===== config.mk =====
export PLATFORM = sky130hd
export DESIGN_NAME = icache_fetch
export DESIGN_NICKNAME = d
export VERILOG_FILES = /design/src/rtl/icache_fetch_pkg.sv /design/src/rtl/icache_array.sv /design/src/rtl/icache_fetch.sv
export SDC_FILE = /design/constraint.sdc
export NUM_CORES = 1
export LEC_CHECK = 0
export CORE_AREA = 2 2 267 269
export DETAILED_ROUTE_END_ITERATION = 8
export DIE_AREA = 0 0 269 271
export PLACE_DENSITY = 0.76
export SLEW_MARGIN = 25
export SYNTH_ARGS = -nofsm -noshare
export SYNTH_HDL_FRONTEND = slang
export SYNTH_SLANG_ARGS = --single-unit

===== constraint.sdc =====
create_clock -name clk -period 8.2 [get_ports clk]
set_input_delay 1.23 -clock clk [delete_from_list [all_inputs] [get_ports clk]]
set_output_delay 1.23 -clock clk [all_outputs]
set_load 0.005 [all_outputs]

===== src/rtl/icache_fetch_pkg.sv =====
// ============================================================================
// Module      : icache_fetch_pkg
// Description : Shared constants for the instruction-fetch cache: FSM state
//               encoding and the NOP returned on a miss.
// Revision    : 1.0 - initial release
// ============================================================================
`default_nettype none

package icache_fetch_pkg;

    // Fetch FSM encoding (explicit width)
    localparam logic [0:0] ST_LOOKUP = 1'b0;
    localparam logic [0:0] ST_REFILL = 1'b1;

    // Instruction presented to IF/ID whenever no valid instruction is available
    localparam logic [31:0] NOP_INSTR = 32'h0000_0000;

endpackage : icache_fetch_pkg

`default_nettype wire


===== src/rtl/icache_array.sv =====
// ============================================================================
// Module      : icache_array
// Description : Direct-mapped valid/tag/data storage. Combinational read,
//               synchronous single-line write, synchronous clear-all of the
//               valid bits. Tag and data storage carry no reset.
// Revision    : 1.0 - initial release
// ============================================================================
`default_nettype none

module icache_array #(
    parameter int LINES = 16,
    parameter int IW    = 4,
    parameter int TW    = 26
) (
    input  logic          clk,
    input  logic          rst,
    input  logic          clear_i,
    input  logic          we_i,
    input  logic [IW-1:0] widx_i,
    input  logic [TW-1:0] wtag_i,
    input  logic [31:0]   wdata_i,
    input  logic [IW-1:0] ridx_i,
    output logic          rvalid_o,
    output logic [TW-1:0] rtag_o,
    output logic [31:0]   rdata_o
);

    logic [LINES-1:0] valid_q;
    logic [TW-1:0]    tag_q  [LINES];
    logic [31:0]      data_q [LINES];

    // Valid bits: clear-all dominates a write landing in the same cycle
    always_ff @(posedge clk) begin
        if (rst || clear_i) begin
            valid_q <= '0;
        end else if (we_i) begin
            valid_q[widx_i] <= 1'b1;
        end
    end

    // Tag/data payload: written on refill, never reset
    always_ff @(posedge clk) begin
        if (we_i) begin
            tag_q[widx_i]  <= wtag_i;
            data_q[widx_i] <= wdata_i;
        end
    end

    assign rvalid_o = valid_q[ridx_i];
    assign rtag_o   = tag_q[ridx_i];
    assign rdata_o  = data_q[ridx_i];

endmodule : icache_array

`default_nettype wire


===== src/rtl/icache_fetch.sv =====
// ============================================================================
// Module      : icache_fetch
// Description : Instruction fetch stage with a direct-mapped one-word-per-line
//               cache. Same-cycle hit in LOOKUP, single-word refill from
//               instruction memory in REFILL, redirects during a refill are
//               parked and applied when the refill completes.
// Revision    : 1.0 - initial release
// ============================================================================
`default_nettype none

module icache_fetch
    import icache_fetch_pkg::*;
#(
    parameter logic [31:0] RESET_PC = 32'h0000_0000,
    parameter int          LINES    = 16
) (
    input  logic        clk,
    input  logic        rst,
    input  logic        stall,
    input  logic        redirect,
    input  logic [31:0] redirect_pc,
    input  logic        inval,
    output logic        mem_req,
    output logic [31:0] mem_addr,
    input  logic        mem_ack,
    input  logic [31:0] mem_rdata,
    output logic        hit,
    output logic [31:0] adder_out,
    output logic [31:0] instruction_out,
    output logic [31:0] pc_out
);

    localparam int IW = $clog2(LINES);
    localparam int TW = 32 - 2 - IW;

    logic [0:0]    state_q,     state_d;
    logic [31:0]   pc_q,        pc_d;
    logic [31:0]   addr_q,      addr_d;
    logic          pend_v_q,    pend_v_d;
    logic [31:0]   pend_pc_q,   pend_pc_d;

    logic [IW-1:0] w_idx;
    logic [TW-1:0] w_tag;
    logic          w_rvalid;
    logic [TW-1:0] w_rtag;
    logic [31:0]   w_rdata;
    logic          w_hit;
    logic          w_we;
    logic [31:0]   w_pc_plus4;

    assign w_idx      = pc_q[2+IW-1:2];
    assign w_tag      = pc_q[31:2+IW];
    assign w_pc_plus4 = pc_q + 32'd4;

    // Hit is suppressed outside LOOKUP, under reset and while invalidating
    assign w_hit = (state_q == ST_LOOKUP) && !rst && !inval &&
                   w_rvalid && (w_rtag == w_tag);

    // An invalidate coincident with the returning word discards that word
    assign w_we = (state_q == ST_REFILL) && mem_ack && !inval && !rst;

    icache_array #(
        .LINES (LINES),
        .IW    (IW),
        .TW    (TW)
    ) u_array (
        .clk      (clk),
        .rst      (rst),
        .clear_i  (inval),
        .we_i     (w_we),
        .widx_i   (addr_q[2+IW-1:2]),
        .wtag_i   (addr_q[31:2+IW]),
        .wdata_i  (mem_rdata),
        .ridx_i   (w_idx),
        .rvalid_o (w_rvalid),
        .rtag_o   (w_rtag),
        .rdata_o  (w_rdata)
    );

    // Next-state: PC sequencing, refill launch/completion, parked redirect
    always_comb begin
        state_d   = state_q;
        pc_d      = pc_q;
        addr_d    = addr_q;
        pend_v_d  = pend_v_q;
        pend_pc_d = pend_pc_q;
        if (state_q == ST_LOOKUP) begin
            if (redirect) begin
                pc_d = redirect_pc;
            end else if (!inval) begin
                if (w_hit) begin
                    if (!stall) begin
                        pc_d = w_pc_plus4;
                    end
                end else begin
                    state_d = ST_REFILL;
                    addr_d  = {pc_q[31:2], 2'b00};
                end
            end
        end else begin
            if (mem_ack) begin
                state_d  = ST_LOOKUP;
                pend_v_d = 1'b0;
                // A redirect arriving with the ack is the most recent one
                if (redirect) begin
                    pc_d = redirect_pc;
                end else if (pend_v_q) begin
                    pc_d = pend_pc_q;
                end
            end else if (redirect) begin
                pend_v_d  = 1'b1;
                pend_pc_d = redirect_pc;
            end
        end
    end

    // State registers with synchronous reset; reset aborts any refill
    always_ff @(posedge clk) begin
        if (rst) begin
            state_q   <= ST_LOOKUP;
            pc_q      <= RESET_PC;
            addr_q    <= 32'h0000_0000;
            pend_v_q  <= 1'b0;
            pend_pc_q <= 32'h0000_0000;
        end else begin
            state_q   <= state_d;
            pc_q      <= pc_d;
            addr_q    <= addr_d;
            pend_v_q  <= pend_v_d;
            pend_pc_q <= pend_pc_d;
        end
    end

    assign mem_req         = (state_q == ST_REFILL);
    assign mem_addr        = addr_q;
    assign hit             = w_hit;
    assign pc_out          = pc_q;
    assign adder_out       = w_pc_plus4;
    assign instruction_out = w_hit ? w_rdata : NOP_INSTR;

endmodule : icache_fetch

`default_nettype wire


**Yosys cells after proc, flatten, opt, wreduce, memory -nomap -nowiden**

Memories as Yosys holds them, arrays and structs flattened. A register that Yosys moved wholly into a read port is not among the register bits.
Cells that the tools add are included.
Widths: inputs -> output; s select.

- Register bits: 112
- Memory bits (writable): 928
- Output and inout bits: 130
- Memories: 2

Memory list:

| memory | words | width | rd ports | clocked after Yosys merged registers in | wr ports | line | RTL |
|---|---|---|---|---|---|---|---|
| u_array.data_q | 16 | 32 | 1 | 1 | 1 | icache_array.sv:30 | `logic [31:0] data_q [LINES];` |
| u_array.tag_q | 16 | 26 | 1 | 1 | 1 | icache_array.sv:29 | `logic [TW-1:0] tag_q [LINES];` |

- Add/subtract/negate cells: 1
- Order comparisons: 3
- Equal/unequal tests: 5
- Multiplexer cells: 26
- Bitwise operators: 6
- Reductions and logical operators: 17

Operator list:

| kind | count |
|---|---|
| $mux 32 | 9 |
| $add 32x3->32 const B | 1 |
| $eq 26x26->1 | 1 |
| $mux 4 | 4 |
| $or 16x16->16 | 1 |
| $mux 1 | 11 |
| $lt 4x5->1 const B | 2 |
| $logic_and 1x1->1 | 8 |
| $ne 3x2->1 const B | 2 |
| $not 1->1 | 5 |
| $reduce_and 5->1 | 1 |
| $bmux 1 s4 | 1 |
| $demux 1 s4 | 1 |
| $ge 4x1->1 const B | 1 |
| $reduce_and 4->1 | 1 |
| $ne 3x1->1 const B | 1 |
| $reduce_and 3->1 | 1 |
| $reduce_bool 3->1 | 1 |
| $logic_not 1->1 | 2 |
| $ne 2x2->1 const B | 1 |
| $reduce_and 2->1 | 1 |
| $reduce_bool 2->1 | 1 |
| $logic_or 1x1->1 | 1 |

**Logic depth before layout (Yosys ltp)**

- Word-level depth: 11
- Gate-level depth with buffers: 17

**Hierarchy**

From an unflattened synthesis, not the netlist that was laid out.

- Cell total of the unflattened synthesis: 2157
- Area total of the unflattened synthesis: 40654.0 µm²

By module, submodules not included:

| module | times used | cells each | area each (µm²) |
|---|---|---|---|
| icache_array | 1 | 1481 | 35243.8 |
| icache_fetch | 1 | 676 | 5410.2 |

**Worst setup path before layout**

No wires, ideal clock.

- Path type: input port to flip-flop
- Start: input port rst
- End: memory u_array.data_q[0][0], enable pin
- Data arrival time: 6352 ps
- Slack: 1301 ps
- Cell stages on the path: 4
- Buffers on the path: 1
- Cell sequence: or2_2 -> clkbuf_1 -> or4b_2 -> nor3_1

- Word-level cells in the longest chain between the ends: 4

RTL lines:

| item | line | RTL |
|---|---|---|
| from (decl) | icache_fetch.sv:18 | `input logic rst,` |
| $logic_not 1->1 | icache_fetch.sv:60 | `assign w_we = (state_q == ST_REFILL) && mem_ack && !inval && !rst;` |
| $logic_and 1x1->1 | icache_fetch.sv:60 |  |
| $mux 1 | icache_array.sv:43 | `if (we_i) begin` |
| $mux 1 (not written as such) | icache_array.sv:45 | `data_q[widx_i] <= wdata_i;` |
| to (decl) | icache_array.sv:30 |  |

Every way passes these cells.

==> results.toml <==
[status]
outcome = "finished, final reports clean"

[yosys]
synth_ff_type = "edfxtp_1"
ys_ff_latch = 1044
netlist_area_mm2 = 0.0417
async_flop_share_pct = 0
yosys_warnings = 0
synth.avg_cell_area_um2 = 18.7
yosysSeqAreaShare_pct = 72.4
synth_cell_types = 66
synth_edf_count = 928
synthCells = 2230

[cts]
cts_made_buffers = 100
htreeDepth = 3
clk_latency_ns = 0.66
cts_max_path_buffers = 3
hold_buffers = 0
clk_pin_slew_ns = 0.06
cts_resized = 0
post_cts_buffers = 0
cts_sinks = 1044
cts_root_buf = "clkbuf_16"
tritoncts = "done"

[final_layout]
areaGrowthSynthToFinish_pct = 15.2
post-route-util_pct = 68.8
regArea_mm2 = 0.0302
fin_nets = 2515
num-fill-cells = 4319
final_cells = 3468
diodes = 0
layout-drive-gt1-share_pct = 19.4
fin_area_mm2 = 0.0480
multi_input_area_mm2 = 0.0109

[timing]
fin_crit_sh_pct = 83.0
setup_violations = 0
tns_ns = 0
clock_skew_ns = 0.0193
grt_setup_unrepaired = "false"
max_freq_mhz = 147
hold_viol_final = 0
max_slew.worst_pin.slew_ns = 1.01
slew_violations = 0
fin_crit_ns = 6.80
slew_headroom_pct = 32.5
layout_setup_ws_ns = 1.40

[worst_setup_path]
critPathRequiredTime_ns = 6.97
worstSetupStartpointType = "flip-flop"
end_kind = "output port"
r2r_setup_slack_ns = 2.81
ff2ff_path_depth = 10
critPathMaxFanout = 50
path_class = "reg -> out"
crit_arrival_ns = 5.57

[detailed_routing]
firstDrtPassIters = 6
drtIter0Drc = 2771
drt-wirelength-per-cell_um = 29.4
wl_um = 102000
via_per_inst = 6.48
post-route-drc-count = 0
ant_nets = 0
vias = 22500

[die]
fp-row-count = 97
die_w_um = 269
initial_core_util_pct = 59.7
die_y_um = 271
die_area_mm2 = 0.0729
ios = 200
core_area_mm2 = 0.0698

[place]
portBuffers = 197
place_area_mm2 = 0.0447
post-place-cells = 3281
dpl.hpwl_um = 53400
dp_slack_ns = 2.16
gp_congestion = 0.873

[global_route]
grt_use_met3_pct = 4.20
grt.busiest_layer = "met2"
grt_max_degree = 123
grt_overflow = 0
grt_pass1_vias = 22600
antenna_found_initial = 2
grt_pass1_wl_um = 151000
grtUsageMet1_pct = 40.9
grtUsageMet2_pct = 45.6
track_usage_pct = 28.5

[power]
ir_drop_uv = 163
power_density_mw_per_mm2 = 233
power.leakage_nw = 15.1

[job]
cap_violations = 0

[hold_path]
hp-class = "reg -> reg"
holdPathStages = 2
[cells in the mapped netlist, types with 10 or more instances]
| master | number | area [um^2] |
|---|---|---|
| buf_4 | 15 | 113 |
| o21ai_0 | 28 | 140 |
| buf_2 | 14 | 70.1 |
| nand2_1 | 122 | 458 |
| nor2_1 | 73 | 274 |
| mux4_2 | 246 | 5540 |
| buf_6 | 12 | 135 |
| edfxtp_1 | 928 | 27900 |
| a21oi_1 | 63 | 315 |
| nor2b_1 | 40 | 250 |
| mux2i_1 | 151 | 1510 |
| dfxtp_1 | 116 | 2320 |
| buf_1 | 22 | 82.6 |
| xnor2_1 | 32 | 280 |
| nand2b_1 | 81 | 507 |
| nand3_1 | 28 | 140 |
| nor3_1 | 14 | 70.1 |
| a22oi_1 | 17 | 128 |
| and3_1 | 13 | 81.3 |
| clkbuf_1 | 73 | 274 |
| xor2_1 | 19 | 166 |
| inv_1 | 10 | 37.5 |
[per-layer routing]
layer / routed length, um / vias to the layer above
met5: 13 / -
met4: 2790 / 2
met2: 50300 / 1220
li1: - / 9324
met1: 40100 / 11800
met3: 8800 / 153
[where the power goes]
group	switching [mW]	internal, mW	leakage, nW	total, mW
clock	1.97	2.67	1.60	4.64
sequential	0.0683	5.78	9.40	5.85
combinational	0.327	0.348	4.08	0.675
total	2.37	8.80	15.1	11.2
[final cells by class]
cell class | instances | area share, %
clock buffers | 122 | 5.59
clock inverters | 64 | 1.26
inverters | 11 | 0.0886
multi-input cells | 1039 | 22.7
flip-flops and latches | 1044 | 62.9
well taps | 940 | 2.45
repair buffers | 248 | 5.05
[cell usage in the layout (no fill, tap or decap), drive strengths merged, types with 5 or more instances in the layout]
cell type	netlist	layout
a211oi	7	7
a21bo	6	6
a21oi	63	63
a221oi	9	9
a22oi	17	17
and2	8	8
and3	13	13
buf	64	53
bufinv	0	11
clkbuf	73	122
clkdlybuf4s50	0	195
clkinv	0	45
clkinvlp	0	5
dfxtp	116	116
edfxtp	928	928
inv	11	14
mux2i	151	151
mux4	246	246
nand2	122	122
nand2b	81	81
nand3	28	28
nand4	9	9
nor2	73	73
nor2b	40	40
nor3	14	14
o21ai	28	28
o22ai	5	5
or2	5	5
xnor2	32	32
xor2	19	19
[kinds of logic after synthesis]
kind of cell             count (synthesis)  share of synthesized area [%]
other                                    1                        0.00900
AND/OR/NAND/NOR                        421                           5.14
XOR/XNOR                                51                           1.07
adder cells (fa/ha/maj)                  1                         0.0300
multiplexers                           401                           17.0
flip-flops                            1044                           72.4
AO/OA/AOI/OAI                          163                           2.53
buffers and inverters                  148                           1.75
[sequential cells by signal, indices dropped and copies added (netlist names), named ones only]
| name | flops |
|---|---|
| pc_out | 32 |
| mem_addr | 30 |
| u_array.data_q | 512 |
| pend_pc_q | 32 |
| u_array.tag_q | 416 |
| mem_req | 1 |
| pend_v_q | 1 |
| u_array.valid_q | 16 |
[worst paths after layout]
kind                 from             endpoint
max reg2reg     flip-flop            flip-flop
min          pend_pc_q[1]         pend_pc_q[1]
min reg2reg  pend_pc_q[1]         pend_pc_q[1]
max             flip-flop  instruction_out[28]
[worst max-delay path, stage by stage (launching register included)]
cell	delay, ns
dfxtp_4	0.82
buf_4	0.57
mux4_2	0.55
and2_1	0.16
a211oi_1	0.22
a21oi_1	0.12
xor2_1	0.22
or4b_1	0.53
or3_2	0.45
buf_4	0.34
nor2b_1	0.27
clkdlybuf4s50_1	0.58
[metrics by stage]
stage / power, mW / hold slack [ns]
2_1_floorplan: 6.39 / 0.435
3_3_place_gp: 6.62 / 0.441
3_5_place_dp: 6.63 / 0.450
4_1_cts: 11.2 / 0.459
5_1_grt: 11.5 / 0.480
6_report: 11.2 / 0.461
(Power assumes the default switching activity.)
